`src/rtl/mem_arb_pkg.sv`:
```
// mem_arb_pkg: shared types and helpers for the memory port arbiter.
// Imported by mem_port_arb and rr_arbiter.
package mem_arb_pkg;

    typedef enum logic [1:0] {
        IDLE,
        ISSUE,
        BUSY
    } mem_arb_state_e;

    typedef enum logic {
        ARB_RR,
        ARB_FIXED
    } mem_arb_mode_e;

    function automatic int grant_w(input int n);
        return (n > 1) ? $clog2(n) : 1;
    endfunction

endpackage

```
`src/rtl/rr_arbiter.sv`:
```
// rr_arbiter: combinational round-robin / fixed-priority request picker.
// The round-robin pointer is owned by the caller.
module rr_arbiter
    import mem_arb_pkg::*;
#(
    parameter int            num_ports = 4,
    parameter mem_arb_mode_e mode      = ARB_RR,
    localparam int           gw        = grant_w(num_ports)
) (
    input  logic [num_ports-1:0] req_i,
    input  logic [gw-1:0]        ptr_i,
    output logic [num_ports-1:0] gnt_o,
    output logic [gw-1:0]        idx_o
);

    logic [gw-1:0] k;
    logic          found;

    // Round-robin scans from the port after the last winner.
    always_comb begin
        gnt_o = '0;
        idx_o = '0;
        found = 1'b0;
        k     = '0;
        for (int i = 0; i < num_ports; i++) begin
            if (mode == ARB_FIXED) begin
                k = gw'(i);
            end else begin
                k = gw'((int'(ptr_i) + 1 + i) % num_ports);
            end
            if (!found && req_i[k]) begin
                found    = 1'b1;
                gnt_o[k] = 1'b1;
                idx_o    = k;
            end
        end
    end

endmodule

```
`src/rtl/mem_port_arb.sv`:
```
// mem_port_arb: shares one line-granular memory controller among N clients,
// one transaction in flight, with registered one-cycle completion pulses.
module mem_port_arb
    import mem_arb_pkg::*;
#(
    parameter int  num_ports  = 4,
    parameter int  addr_width = 32,
    parameter int  line_width = 64,
    parameter int  arb_mode   = 0,
    localparam int gw         = grant_w(num_ports)
) (
    input  logic                            clk_i,
    input  logic                            rst_ni,
    input  logic [num_ports-1:0]            req_valid_i,
    output logic [num_ports-1:0]            req_ready_o,
    input  logic [num_ports-1:0]            req_write_i,
    input  logic [num_ports*addr_width-1:0] req_addr_i,
    input  logic [num_ports*line_width-1:0] req_data_i,
    output logic [num_ports-1:0]            rsp_valid_o,
    output logic [line_width-1:0]           rsp_data_o,
    output logic                            busy_o,
    output logic [gw-1:0]                   grant_id_o,
    input  logic                            mem_data_ready_i,
    output logic                            mem_r_valid_o,
    output logic                            mem_w_valid_o,
    output logic [addr_width-1:0]           mem_addr_o,
    output logic [line_width-1:0]           mem_write_o,
    input  logic                            mem_r_valid_i,
    input  logic [line_width-1:0]           mem_read_i
);

    mem_arb_state_e        state_q, state_d;
    logic [gw-1:0]         ptr_q, ptr_d;
    logic [gw-1:0]         gid_q, gid_d;
    logic [addr_width-1:0] addr_q, addr_d;
    logic [line_width-1:0] data_q, data_d;
    logic [line_width-1:0] rdata_q, rdata_d;
    logic                  wr_q, wr_d;
    logic [num_ports-1:0]  rsp_q, rsp_d;
    logic [num_ports-1:0]  gnt;
    logic [gw-1:0]         gnt_idx;
    logic                  issue;
    logic                  done;

    rr_arbiter #(
        .num_ports (num_ports),
        .mode      ((arb_mode == 1) ? ARB_FIXED : ARB_RR)
    ) u_arb (
        .req_i (req_valid_i),
        .ptr_i (ptr_q),
        .gnt_o (gnt),
        .idx_o (gnt_idx)
    );

    always_comb begin
        state_d = state_q;
        ptr_d   = ptr_q;
        gid_d   = gid_q;
        addr_d  = addr_q;
        data_d  = data_q;
        wr_d    = wr_q;
        rdata_d = rdata_q;
        rsp_d   = '0;
        issue   = (state_q == ISSUE) && mem_data_ready_i;
        done    = 1'b0;
        unique case (state_q)
            IDLE: begin
                if (|gnt) begin
                    state_d = ISSUE;
                    ptr_d   = gnt_idx;
                    gid_d   = gnt_idx;
                    for (int i = 0; i < num_ports; i++) begin
                        if (gnt[i]) begin
                            addr_d = req_addr_i[i*addr_width +: addr_width];
                            data_d = req_data_i[i*line_width +: line_width];
                            wr_d   = req_write_i[i];
                        end
                    end
                end
            end
            ISSUE: begin
                if (issue) state_d = BUSY;
            end
            BUSY: begin
                // Writes finish on the controller going idle; reads on data.
                done = wr_q ? mem_data_ready_i : mem_r_valid_i;
                if (done) begin
                    state_d      = IDLE;
                    rsp_d[gid_q] = 1'b1;
                    if (!wr_q) rdata_d = mem_read_i;
                end
            end
            default: state_d = IDLE;
        endcase
    end

    always_ff @(posedge clk_i or negedge rst_ni) begin
        if (!rst_ni) begin
            state_q <= IDLE;
            ptr_q   <= gw'(num_ports - 1);
            gid_q   <= '0;
            addr_q  <= '0;
            data_q  <= '0;
            wr_q    <= 1'b0;
            rdata_q <= '0;
            rsp_q   <= '0;
        end else begin
            state_q <= state_d;
            ptr_q   <= ptr_d;
            gid_q   <= gid_d;
            addr_q  <= addr_d;
            data_q  <= data_d;
            wr_q    <= wr_d;
            rdata_q <= rdata_d;
            rsp_q   <= rsp_d;
        end
    end

    assign req_ready_o   = (state_q == IDLE) ? gnt : '0;
    assign mem_r_valid_o = issue && !wr_q;
    assign mem_w_valid_o = issue && wr_q;
    assign mem_addr_o    = addr_q;
    assign mem_write_o   = data_q;
    assign rsp_valid_o   = rsp_q;
    assign rsp_data_o    = rdata_q;
    assign busy_o        = (state_q != IDLE);
    assign grant_id_o    = gid_q;

endmodule

```
`config.mk`:
```
export PLATFORM = sky130hd
export DESIGN_NAME = mem_port_arb
export DESIGN_NICKNAME = d
export VERILOG_FILES = /design/src/rtl/mem_arb_pkg.sv /design/src/rtl/rr_arbiter.sv /design/src/rtl/mem_port_arb.sv
export SDC_FILE = /design/constraint.sdc
export NUM_CORES = 1
export LEC_CHECK = 0
export CORE_AREA = 3 3 245 247
export CTS_BUF_LIST = sky130_fd_sc_hd__clkbuf_4
export DETAILED_ROUTE_END_ITERATION = 12
export DIE_AREA = 0 0 248 250
export DONT_BUFFER_PORTS = 1
export GPL_TIMING_DRIVEN = 0
export PLACE_DENSITY_LB_ADDON = 0.3
export SYNTH_ARGS = -nofsm -noshare
export SYNTH_HDL_FRONTEND = slang
export SYNTH_SLANG_ARGS = --single-unit
```
`constraint.sdc`:
```
create_clock -name clk_i -period 3.8 [get_ports clk_i]
set_input_delay 0.76 -clock clk_i [delete_from_list [all_inputs] [get_ports clk_i]]
set_output_delay 0.76 -clock clk_i [all_outputs]
set_load 0.005 [all_outputs]
```
# Yosys cells after proc, flatten, opt, wreduce, memory -nomap -nowiden
# Index checks and enable logic that the tools add are counted.
# totals
regBits	171
inputBits	460
wordCells	103
# op_classes
add_sub_neg	4
n_eq_ne	5
bitwise_logic	4
n_lt_le_gt_ge	10
reduce_logical	23
n_mux	49
# op_table
cell	count
$mux 64	4
$mux 32	4
$mux 4	7
$mux 1	17
$lt 2x3->1 const B	5
$mux 2	7
$or 4x4->4	3
$logic_and 1x1->1	11
$demux 1 s2	5
$ge 2x1->1 const B	5
$reduce_and 3->1	3
$bmux 1 s2	4
$ne 2x2->1 const B	3
$pmux 2 s3	1
$add 2x1->2 const B	2
$add 2x2->2 const B	2
$logic_not 1->1	4
$reduce_bool 4->1	1
$reduce_or 4->1	1
$eq 2x1->1 const B	1
$eq 2x2->1 const B	1
$logic_not 2->1	1
$reduce_and 2->1	1
$reduce_bool 2->1	1
$not 1->1	1

# Logic depth before layout (Yosys ltp)
# Gate-level depths: netlist of run 1.
# depth
ltp_word	17
ltp_mapped	15
depth_no_buf	9

# Modules after synthesis
# From an unflattened synthesis of run 1, not the netlist that was laid out.
# hier_totals
hier_cells	997
hier_area_um2	10037.1
# modules_own_cells
module	n_inst	cells_each	seq_area_each_um2	area_each_um2
mem_port_arb	1	938	4281.6	9544.2
rr_arbiter	1	59	0.0	493.0

# Least setup slack after synthesis of run 1
# OpenSTA, ideal clock, no wires.
# synth_timing
kind	flip-flop to output port
from	register ptr_q[0]
to	output req_ready_o[2]
t_required_ns	3.040
slack_ns	-0.244
path_buffers	6
stages_incl_launch_ff	14
arrival_ns	3.284
cell_sequence	dfstp_2 buf_2 buf_2 inv_1 ha_1 buf_4 mux4_2 or2_1 a21o_1 o221a_2 buf_2 clkbuf_1 clkbuf_1 nor2_1
# synth_via
elab_chain_len	14
# synth_rtl
item	line_no	source
start, declared	mem_port_arb.sv:33	logic [gw-1:0] ptr_q, ptr_d;
start signal, assigned	mem_port_arb.sv:100	ptr_q <= gw'(num_ports - 1);
start signal, assigned	mem_port_arb.sv:109	ptr_q <= ptr_d;
$add 2x1->2 (*)	rr_arbiter.sv:29	k = gw'((int'(ptr_i) + 1 + i) % num_ports);
parallel branches: the longest is 11 deep, another holds $lt 2x3->1	--	
$mux 4 (*)	rr_arbiter.sv:31	if (!found && req_i[k]) begin
$mux 4 (*)	mem_port_arb.sv:119	assign req_ready_o = (state_q == IDLE) ? gnt : '0;
end, declared	mem_port_arb.sv:15	output logic [num_ports-1:0] req_ready_o,
# Mark *: on every way between the ends. The select of a mux whose other input is x is not followed.

# Worst setup path in the final report of run 1
# Ends and elaborated chain as after synthesis.

==> results of run 1 <==
## area by class of cell
type / count / area share [%]
Inverter: 8 / 0.2840
Tap cell: 765 / 7.242
Clock buffer: 17 / 0.9656
Buffer: 92 / 6.182
Clock inverter: 15 / 1.619
Timing Repair Buffer: 142 / 13.37
Multi-Input combinational cell: 827 / 37.57
Sequential cell: 171 / 32.40
Antenna cell: 20 / 0.3787
## power groups by stage
stage          clock network (W)  registers (W)  logic (W)
6_report                 0.00126        0.00387     0.0137
3_3_place_gp                   0        0.00392    0.00985
4_1_cts                  0.00134        0.00388     0.0135
2_1_floorplan                  0        0.00335    0.00666
3_5_place_dp                   0        0.00391     0.0100
5_1_grt                  0.00140        0.00397     0.0148
## metrics by stage
step	TNS, ns	cells	total power, W	hold WS (ns)	utilization (%)
CTS	-33.75	2031	0.01870	-0.4711	22.46
floorplan	0	1104	0.01002	0.4323	-
finish	-10.53	2057	0.01881	-0.3130	22.86
global route	-23.88	2053	0.02015	-0.4274	22.85
global placement	-101.71	1869	0.01377	0.4462	18.22
detailed placement	-87.72	1871	0.01393	0.4582	18.29
## synth_stat cells, types with 4 or more instances
library cell / count
nand2_1: 297
dfrtp_1: 169
nor2_1: 109
o21ai_0: 100
a31oi_1: 98
mux2_2: 67
clkbuf_1: 64
a31o_1: 50
a31o_2: 47
buf_2: 21
inv_1: 8
buf_6: 7
ha_1: 6
mux2i_1: 6
buf_4: 5
nor3_1: 5
nand2b_1: 4
## state kept, by name, indices dropped and copies added (netlist names)
signal	flops
grant_id_o	2
mem_addr_o	32
mem_write_o	64
ptr_q	2
rsp_data_o	64
rsp_valid_o	4
state_q	2
wr_q	1
## how the worst max path moves through the flow
stage / cells after the start / startpoint / to
2_1_floorplan: 13 / ptr_q[0]$_DFFE_PN1P_ / req_ready_o[2]
3_3_place_gp: 13 / ptr_q[0]$_DFFE_PN1P_ / mem_addr_o[19]$_DFFE_PN0P_
3_5_place_dp: 15 / ptr_q[0]$_DFFE_PN1P_ / mem_addr_o[3]$_DFFE_PN0P_
4_1_cts: 12 / ptr_q[0]$_DFFE_PN1P_ / req_ready_o[2]
5_1_grt: 11 / ptr_q[0]$_DFFE_PN1P_ / req_ready_o[2]
6_report: 11 / ptr_q[0]$_DFFE_PN1P_ / req_ready_o[2]
## critical path, stage by stage (launching register included)
cell	delay [ns]
dfstp_2	0.59
buf_6	0.11
buf_8	0.10
inv_8	0.03
ha_4	0.27
mux4_2	0.54
or2_4	0.26
a21o_4	0.21
o221a_4	0.27
clkbuf_16	0.15
clkbuf_16	0.14
nor2_4	0.08
## placed cells by master, fill, tap and decap left out, types with 3 or more instances in the layout
cell type      instances
a31oi_1               96
inv_1                  7
dlygate4sd3_1         75
mux2i_1                6
a31o_2                47
nand2_1              297
clkbuf_1              39
buf_4                 30
clkinv_8               9
buf_6                 12
buf_8                 12
dfrtp_1              169
clkbuf_2              15
ha_1                   5
clkbuf_4              20
mux2_2                67
nand2b_1               4
o21ai_0               99
inv_8                  4
nor2_1                79
nor2_2                27
a31o_1                50
clkbuf_16              4
o211ai_1               3
buf_2                  3
nor2_4                 3
nor3_1                 5
buf_16                15
a221o_1                3
buf_12                26
diode_2               20
## per-layer routing
metal  routed length, um  GRT usage, %
met1               20320         18.48
met2               28620         31.16
met3                4875         5.673
met4                3286         10.69
met5                  12             0
## cell families (layout without fill, tap and decap cells)
logic type	after synthesis	count (layout)	share of synthesized area, %
AO/OA/AOI/OAI	325	325	23.21
flip-flops	171	171	44.84
other	0	20	0
adder cells (fa/ha/maj)	6	6	0.7862
buffers and inverters	106	274	5.229
AND/OR/NAND/NOR	421	421	16.93
multiplexers	75	75	9.003
## timing repair
item | 4_1_cts | 5_1_grt
hold endpoints to repair | 246 | 171
gates resized for setup | 137 | 78
pin swaps | 7 | 9
setup buffers | 39 | 15
setup endpoints to repair | 106 | 105
gates cloned | 15 | 1
==> impl_metrics.json, run 1 <==
{
  "outcome": "complete, but fails checks",
  "violations": "negative hold slack, negative setup slack",
  "timing.final.crit_share_pct": 111.3,
  "grt_max_degree": 172,
  "drt_iter0_drc": 597,
  "ys_warn_count": 0,
  "ys_types": 46,
  "die_h_um": 250,
  "synth_edf_count": 0,
  "rows": 88,
  "slew_viol_final": 0,
  "pre_cts_ws_ns": -1.269,
  "area_delta_synth_final_pct": 38.42,
  "drcViolationCount": 0,
  "p_leak_nw": 5.131,
  "fin_skew_ns": 0.02098,
  "clockRootBuffer": "clkbuf_4",
  "internal_power_w": 0.009391,
  "track_usage_pct": 17.82,
  "arrival_ns": 3.47,
  "clk_pin_slew_ns": 0.18,
  "timing.rr.end": "mem_addr_o[8]$_DFFE_PN0P_",
  "yosysTopAreaCellShare_pct": 44.29,
  "placed_area_um2": 10570,
  "p_per_area_nw_per_um2": 1423,
  "htreeDepth": 4,
  "switchingPower_w": 0.009422,
  "wire_per_inst_um": 27.77,
  "gp_congestion": 0.9623,
  "start_util_pct": 16.52,
  "seqCellArea_um2": 4282,
  "swShare_pct": 50.08,
  "whs_ns": -0.3130,
  "io_buffers": 0,
  "synth_fp_nets": 1570,
  "max-clock-path-buffers": 2,
  "drtAntennaViolNets": 0,
  "clock.fmax_mhz": 236.5,
  "final_cell_area_um2": 13220,
  "dieArea_um2": 62000,
  "fillers": 6326,
  "pwr-share-comb_pct": 72.8,
  "final.setup.worst_slack_ns": -0.4278,
  "required_ns": 3.04,
  "crit_fanout": 4,
  "cp-start-kind": "flip-flop",
  "die_w_um": 248,
  "ctsHoldBuffers": 75,
  "yosysSeqAreaShare_pct": 44.84,
  "slew_headroom_pct": 36.29,
  "hold_class": "input port to asynchronous set/reset pin",
  "grt_overflow_total": 0,
  "grt_pass1_vias": 10310,
  "multi_input_area_um2": 4965,
  "finalHoldViolCount": 171,
  "critPathCaptureType": "output pin",
  "syn_area_per_cell_um2": 8.648,
  "clkPwrFrac_pct": 6.7,
  "ys.flop_type": "dfrtp_1",
  "clock_sinks": 171,
  "antenna_found_initial": 19,
  "yosys.area.top_type": "dfrtp_1",
  "cts_tree": "yes",
  "vias": 9645,
  "async_flop_share_pct": 100.0,
  "synth.top_cells.by_area": "dfrtp_1 44%, nand2_1 12%, mux2_2 7.9%",
  "finalSetupViolCount": 104,
  "place_hpwl_mm": 42.56,
  "io_pins": 633,
  "clkLatencyLatePin_ns": 0.75,
  "nNetsFinal": 1725,
  "worstMarginPinSlew_ns": 0.9556,
  "rsz0062_at_grt": "true",
  "seq_power_share_pct": 20.6,
  "cap_violations": 0,
  "worstSetupPathType": "flip-flop to output pin",
  "grt_pass1_wl_mm": 77.29,
  "core_um2": 57810,
  "ys_seq_elements": 171,
  "vias_per_cell": 4.689,
  "r2r_slack_ns": -0.16,
  "first_pass_iters": 5,
  "vdd_drop_max_v": 0.0005931,
  "fin_crit_ns": 4.228,
  "layout-drive-gt1-share_pct": 24.92,
  "r2r_cells": 20,
  "synth_cells": 1104,
  "cts_buffers": 17,
  "crit-reg2reg-launch": "ptr_q[0]$_DFFE_PN1P_",
  "drt-total-wl_mm": 57.12,
  "synth_area_um2": 9548
}
Note: power is estimated with default switching activity, not from simulation.
==> inputs of run 2 (changes only) <==
--- a/config.mk
+++ b/config.mk
@@ -12,6 +12,7 @@
 export DONT_BUFFER_PORTS = 1
 export GPL_TIMING_DRIVEN = 0
 export PLACE_DENSITY_LB_ADDON = 0.3
+export SKIP_LAST_GASP = 1
 export SYNTH_ARGS = -nofsm -noshare
 export SYNTH_HDL_FRONTEND = slang
 export SYNTH_SLANG_ARGS = --single-unit
==> run 2 against run 1 <==
The flow still finishes with violations (negative hold slack, negative setup slack). Worst setup slack gained 0.0039 ns. Clock power is essentially flat. Maximum frequency is essentially flat. Critical endpoint unchanged. Final area shrank 1.6%. Largest cell class unchanged.
==> impl_metrics.json, run 2 (synthesized netlist as in run 1, its figures left out) <==
{
  "gp_congestion": 0.9623,
  "violations": "negative hold slack, negative setup slack",
  "finalSetupViolCount": 102,
  "timing.final.crit_share_pct": 111.2,
  "wire_per_inst_um": 27.86,
  "nNetsFinal": 1718,
  "fin_crit_ns": 4.224,
  "max_stage_delay_ns": 0.59,
  "track_usage_pct": 17.82,
  "ctsHoldBuffers": 74,
  "whs_ns": -0.3036,
  "htreeDepth": 4,
  "worstMarginPinSlew_ns": 0.8197,
  "clock_sinks": 171,
  "area_delta_synth_final_pct": 36.17,
  "cts_buffers": 17,
  "p_per_area_nw_per_um2": 1414,
  "critPathCaptureType": "output pin",
  "final_cell_area_um2": 13000,
  "io_buffers": 0,
  "place_inst": 1871,
  "crit_end": "req_ready_o[2]",
  "fin_skew_ns": 0.02734,
  "cap_violations": 0,
  "first_pass_iters": 6,
  "clkLatencyLatePin_ns": 0.75,
  "layout_commonest_cell": "nand2_1",
  "cp-start-kind": "flip-flop",
  "max-clock-path-buffers": 2,
  "start_util_pct": 16.52,
  "mostFrequentLayoutCells": "297 x nand2_1, 169 x dfrtp_1, 101 x nor2_1, 100 x o21ai_0, 98 x a31oi_1",
  "grt_max_degree": 172,
  "fin_cells": 2045,
  "arrival_ns": 3.46,
  "outcome": "complete, but fails checks",
  "finalHoldViolCount": 171,
  "vias_per_cell": 4.713,
  "die_w_um": 248,
  "grt_overflow_total": 0,
  "drtAntennaViolNets": 0,
  "dieArea_um2": 62000,
  "final.setup.worst_slack_ns": -0.4239,
  "placed_area_um2": 10570,
  "antenna_found_initial": 18,
  "required_ns": 3.04,
  "postLayoutCoreUtil_pct": 22.49,
  "p_leak_nw": 5.084,
  "rows": 88,
  "drt_iter0_drc": 699,
  "drcViolationCount": 0,
  "hold_class": "input port to asynchronous set/reset pin",
  "path_cells": "buf_6 > buf_8 > inv_8 > ha_4 > mux4_2 > or2_4 > a21o_4 > o221a_4 > clkbuf_16 > clkbuf_16 > nor2_4",
  "r2r_slack_ns": -0.15,
  "cts_tree": "yes",
  "io_pins": 633,
  "vdd_drop_max_v": 0.0006304,
  "clockRootBuffer": "clkbuf_4",
  "crit_fanout": 4,
  "layout-drive-gt1-share_pct": 22.85,
  "slew_headroom_pct": 45.35,
  "timing.rr.end": "wr_q$_DFFE_PN0P_",
  "r2r_cells": 20,
  "crit-reg2reg-launch": "ptr_q[0]$_DFFE_PN1P_",
  "die_h_um": 250,
  "worstSetupPathType": "flip-flop to output pin",
  "clk_pin_slew_ns": 0.18,
  "slew_viol_final": 0,
  "core_um2": 57810,
  "drt-total-wl_mm": 56.97,
  "rsz0062_at_grt": "true",
  "vias": 9639,
  "crit_start": "ptr_q[0]$_DFFE_PN1P_",
  "slowest_stage": "dfstp_2",
  "grt_pass1_vias": 10290,
  "clock.fmax_mhz": 236.8,
  "place_hpwl_mm": 42.56,
  "crit_top_cell": "clkbuf_16",
  "grt_pass1_wl_mm": 77.25,
  "totalNegativeSetupSlack_ns": -9.511,
  "fillers": 6348
}
## run 2: cell count changes in the layout (fill, tap and decap cells not counted), sizes merged
cell	delta
buf	-5
diode	-5
clkbuf	-2
bufbuf	+1
dlygate4sd3	-1
## run 2: power breakdown
group | switching (W) | internal [W]
clock | 0.000927 | 0.000330
combinational | 0.00728 | 0.00600
sequential | 0.00105 | 0.00279
total | 0.00926 | 0.00912
## run 2: area by class of cell
cell class | instances | area [um^2] | share of cell area [%]
clock inverter | 15 | 214.0 | 1.646
tap | 765 | 957.2 | 7.362
antenna | 15 | 37.54 | 0.2887
inverter | 8 | 37.54 | 0.2887
buffer | 90 | 732.0 | 5.630
sequential | 171 | 4282 | 32.93
multi-input combinational | 827 | 4883 | 37.56
timing repair buffer | 137 | 1730 | 13.31
clock buffer | 17 | 127.6 | 0.9816
## run 2: what timing repair did
item	4_1_cts	5_1_grt
pin swaps	6	10
buffers inserted	39	11
gates resized for setup	123	59
endpoints found under the setup margin	106	105
endpoints found under the hold margin	245	171
gates cloned	15	0
## run 2: per-layer routing
layer	up-vias	global-route usage (%)	part of all wire, %
met3	101	5.501	9.3
met2	602	31.42	50
met5	-	0	0.023
li1	4225	-	-
met4	2	10.29	5.4
met1	4709	18.54	35
## run 2: worst min path at each step
stage,startpoint,endpoint,slack [ns],cells past startpoint
6_report,rst_ni,mem_write_o[59]$_DFFE_PN0P_,-0.30,0
2_1_floorplan,state_q[1]$_DFFE_PN0P_,state_q[0]$_DFFE_PN0P_,0.43,1
3_5_place_dp,state_q[1]$_DFFE_PN0P_,state_q[0]$_DFFE_PN0P_,0.46,1
3_3_place_gp,state_q[1]$_DFFE_PN0P_,state_q[0]$_DFFE_PN0P_,0.45,1
4_1_cts,rst_ni,mem_write_o[59]$_DFFE_PN0P_,-0.47,0
5_1_grt,rst_ni,mem_write_o[34]$_DFFE_PN0P_,-0.42,0
## run 2: per-stage QoR
step / hold slack (ns) / setup slack [ns] / power, W
final: -0.3036 / -0.4239 / 0.01839
after CTS: -0.4711 / -0.6667 / 0.01862
after floorplan: 0.4323 / 0.007496 / 0.01002
after global placement: 0.4462 / -1.378 / 0.01377
after global routing: -0.4164 / -0.5790 / 0.01971
after detailed placement: 0.4582 / -1.269 / 0.01393
## run 2: critical path, delay by kind of cell, from the launching register on
kind | cells | cell delay, ns
flops | 1 | 0.59
mux | 1 | 0.54
buf+inv | 5 | 0.53
compound gates | 2 | 0.47
simple gates | 2 | 0.34
fa+ha+maj | 1 | 0.27
==> edit 1, RTL diff (config.mk and constraints of run 1) <==
The parameter `arb_mode` goes from 0 to 1.
--- a/src/rtl/mem_port_arb.sv
+++ b/src/rtl/mem_port_arb.sv
@@ -6,7 +6,7 @@
     parameter int  num_ports  = 4,
     parameter int  addr_width = 32,
     parameter int  line_width = 64,
-    parameter int  arb_mode   = 0,
+    parameter int  arb_mode   = 1,
     localparam int gw         = grant_w(num_ports)
 ) (
     input  logic                            clk_i,
Check against the original RTL: not settled (the Yosys comparison gave no result); the edit may change what the design does.
==> edit 1 against run 1 <==
- the flow finishes with violations (hold timing)
- synthesized area shrank 6.0%
- cell area shrank 22%
- utilization shrank 5.1 points
- sequential cell count shrank 2
- via count shrank 12%
- setup slack gained 0.94 ns
- synthesized cell count shrank 9.1%
- wire length shrank 15%
- first-iteration DRC count grew 18%
- largest cell class unchanged
Power is not compared: it rests on default switching activity, and its combinational part moved more than twofold at a synthesized area within 25%.
==> edit 1: results <==
export IMPL_track_usage=0.148
export IMPL_status="finished with violations"
export IMPL_insertion_delay_ns=0.76
export IMPL_drt_iter0_markers=706
export IMPL_clk_path_buf_depth=2
export IMPL_yosysWarnings=0
export IMPL_r2r_slack_ns=1.13
export IMPL_hold_class="in -> async"
export IMPL_fp_dieArea_um2=62000
export IMPL_first_global_vias=8575
export IMPL_post_place_ws_ns=0.482
export IMPL_critPathSlowestCell="nor2_1"
export IMPL_syn_num_nets=1463
export IMPL_postCtsSetupRepairBufs=0
export IMPL_dpl_hpwl_mm=39.4
export IMPL_synth_area_top_cells="dfrtp_1 47%, mux2_2 8.2%, a21oi_1 8.1%, nand2_1 6.1%, o21ai_0 4.7%"
export IMPL_path_delay_family="simple AND/OR/NAND/NOR gates"
export IMPL_drive_gt1_frac=0.139
export IMPL_critPathLaunchType="input port"
export IMPL_worst_r2r_path_depth=6
export IMPL_cts_root_buf="clkbuf_4"
export IMPL_portBuffers=0
export IMPL_violations="hold timing"
export IMPL_hold_viol_final=169
export IMPL_hold_slack_ns=-0.318
export IMPL_htreeDepth=4
export IMPL_endpoint="req_ready_o[2]"
export IMPL_async_reset_ff_frac=1.00
export IMPL_rr_startpoint="state_q[0]"
export IMPL_antenna_found_initial=8
export IMPL_first_pass_iters=6
export IMPL_max_freq_ghz=0.304
export IMPL_clk_pin_slew_ns=0.24
export IMPL_post_drt_wl_per_cell_um=26.7
export IMPL_dpl_instance_area_um2=9930
export IMPL_p_leak_nw=3.86
export IMPL_seq_area_frac_synth=0.471
export IMPL_crit_fanout=10
export IMPL_viasPerCell=4.68
export IMPL_vdd_drop_max_uv=254
export IMPL_clock_skew_ns=0.0657
export IMPL_arrival_ns=2.52
export IMPL_reg2reg_to="mem_write_o[34]"
export IMPL_cts_resized=0
export IMPL_max_slew_margin=0.327
export IMPL_grt_first_pass_wirelength_mm=64.8
export IMPL_cp_startpoint="req_valid_i[0]"
export IMPL_cts_made_buffers=17
export IMPL_grt_max_degree=170
export IMPL_gp_congestion=0.928
export IMPL_synth_distinct_cells=33
export IMPL_synthTopCellsByCount="169 x dfrtp_1, 145 x a21oi_1, 145 x nand2_1, 85 x o21ai_0, 65 x mux2_2"
export IMPL_cts_hold_fix_buffers=2
export IMPL_slowest_delay_ns=0.66
[edit 1: through the flow]
stage | instances | util | total power, mW | hold WS, ns
CTS | 1802 | 0.177 | 7.26 | -0.472
floorplan | 1003 | - | 4.88 | 0.464
global placement | 1768 | 0.172 | 5.96 | 0.468
global route | 1805 | 0.178 | 7.65 | -0.451
detailed placement | 1768 | 0.172 | 6.03 | 0.468
finish | 1809 | 0.178 | 7.09 | -0.318
[edit 1: layout make-up]
type                       count  area, um^2
clock inverter                15         173
antenna                        7        17.5
tap                          765         957
fill                        6521       47500
clock buffer                  17         128
multi-input combinational    730        4280
sequential                   169        4230
timing repair buffer           2        20.0
inverter                       6        22.5
buffer                        98         447
[edit 1: power breakdown]
part / leakage, nW / internal [mW] / total, mW / switching, mW
registers: 2.02 / 2.66 / 3.51 / 0.853
clock network: 0.163 / 0.311 / 1.18 / 0.873
logic: 1.68 / 0.907 / 2.39 / 1.49
[edit 1: kinds of logic after synthesis]
kind of cell / count (synthesis) / share of synthesized area
AND/OR/NAND/NOR: 317 / 0.158
buffers and inverters: 104 / 0.0523
flip-flops: 169 / 0.471
multiplexers: 65 / 0.0815
AO/OA/AOI/OAI: 348 / 0.237
[edit 1: worst register-to-register path: stages, from the launching register on]
cell and delay (ns):
dfrtp_1 0.45, nor2_2 0.37, inv_1 0.37, a21oi_4 0.51, clkbuf_1 0.53, o21ai_0 0.18, o21ai_0 0.20
[edit 1: metal layers]
layer / wire length (um) / share of wire / vias to the layer above / GRT usage
met5: 0 / 0 / - / 0
met4: 1180 / 0.024 / 0 / 0.0490
met3: 4570 / 0.095 / 71 / 0.0494
li1: - / - / 3667 / -
met2: 23600 / 0.49 / 598 / 0.255
met1: 19000 / 0.39 / 4124 / 0.173
[edit 1: worst min-delay path by stage]
stage,startpoint,end,slack [ns],cells past startpoint
floorplan,rst_ni,grant_id_o[0],0.46,0
finish,rst_ni,mem_write_o[11],-0.32,0
global route,rst_ni,rsp_data_o[44],-0.45,0
CTS,rst_ni,rsp_data_o[44],-0.47,0
global placement,rst_ni,mem_addr_o[30],0.47,0
detailed placement,rst_ni,mem_addr_o[30],0.47,0
==> edit 2, RTL diff (config.mk and constraints of run 1) <==
Without the edit above. Take the reset off `addr_q` and load it in a clocked block of its own.
--- a/src/rtl/mem_port_arb.sv
+++ b/src/rtl/mem_port_arb.sv
@@ -99,7 +99,6 @@
             state_q <= IDLE;
             ptr_q   <= gw'(num_ports - 1);
             gid_q   <= '0;
-            addr_q  <= '0;
             data_q  <= '0;
             wr_q    <= 1'b0;
             rdata_q <= '0;
@@ -108,12 +107,15 @@
             state_q <= state_d;
             ptr_q   <= ptr_d;
             gid_q   <= gid_d;
-            addr_q  <= addr_d;
             data_q  <= data_d;
             wr_q    <= wr_d;
             rdata_q <= rdata_d;
             rsp_q   <= rsp_d;
         end
+    end
+
+    always_ff @(posedge clk_i) begin
+        addr_q <= addr_d;
     end
 
     assign req_ready_o   = (state_q == IDLE) ? gnt : '0;
Check against the original RTL: not equivalent (Yosys sat finds a counterexample within 4 cycles, from zero or initial values and one cycle with rst_ni low).
==> edit 2 against run 1 <==
- synthesized area fell by 1.1%
- the run ends with setup timing left
- sequential cell count unchanged
- count of clock-buffer cells in the layout grew 1
- highest routed layer unchanged
- critical endpoint unchanged
- wire length decreased by 16%
- synthesized cell count down 6.2%
- cell area down 14%
- total power fell by 9.4%
- setup slack better by 0.18 ns
==> edit 2: results <==
export IMPL_setup_viol=4
export IMPL_first_pass_iters=9
export IMPL_clock_skew_ns=0.0319
export IMPL_clkbuf_count=18
export IMPL_inverters=3
export IMPL_tns_ns=-0.862
export IMPL_status="finished with violations"
export IMPL_buffers_excl_clock=121
export IMPL_synth_edf_count=32
export IMPL_p_leak_nw=4.52
export IMPL_violations="setup timing"
export IMPL_p_sw_frac=0.524
export IMPL_grt_use_met2=0.245
export IMPL_hold_slack_ns=0.147
export IMPL_reg2reg_to="mem_addr_o[13]"
export IMPL_post_place_ws_ns=-1.30
export IMPL_dpl_instance_area_um2=10400
export IMPL_max_slew_margin=0.308
export IMPL_final_area_um2=11400
export IMPL_grt_first_pass_wirelength_mm=64.0
export IMPL_clock_area_frac=0.0271
export IMPL_gr_usage_met3=0.0516
export IMPL_m1WireLength_mm=18.7
export IMPL_grt_max_degree=140
export IMPL_regArea_um2=4440
export IMPL_seq_area_frac_synth=0.470
export IMPL_syn_num_nets=1502
export IMPL_insertion_delay_ns=0.70
export IMPL_arrival_ns=3.29
export IMPL_first_global_vias=8825
export IMPL_postLayoutSetupSlackWorst_ns=-0.246
edit 2: power groups by stage:
stage,Combinational (mW),Clock (mW),Sequential [mW]
floorplan,6.88,0,3.64
global placement,10.2,0,4.07
detailed placement,10.3,0,4.08
CTS,11.5,1.31,4.02
global route,13.0,1.37,4.08
finish,11.8,1.23,3.98
edit 2: cell families after synthesis:
group	share of synthesized area
DFF	0.470
adders and majority gates	0.00795
muxes	0.0931
buffers and inverters	0.0474
and+or+nand+nor	0.154
xor gates and xnor gates	0.000927
AOI/OAI and AO/OA	0.226
edit 2: repair_timing:
item	CTS	global route
setup buffers	24	7
hold buffers	2	0
gates resized for setup	81	53
pin swaps	12	8
setup endpoints to repair	138	136
cloned	1	1
endpoints found under the hold margin	139	0
edit 2: worst register-to-register path, delay by kind of cell, from the launching register on:
family | cells | cell delay [ns]
flip-flops | 1 | 0.58
buffers and inverters | 10 | 1.45
adder cells (fa/ha/maj) | 1 | 0.24
multiplexers | 1 | 0.38
AO/OA/AOI/OAI | 5 | 0.95
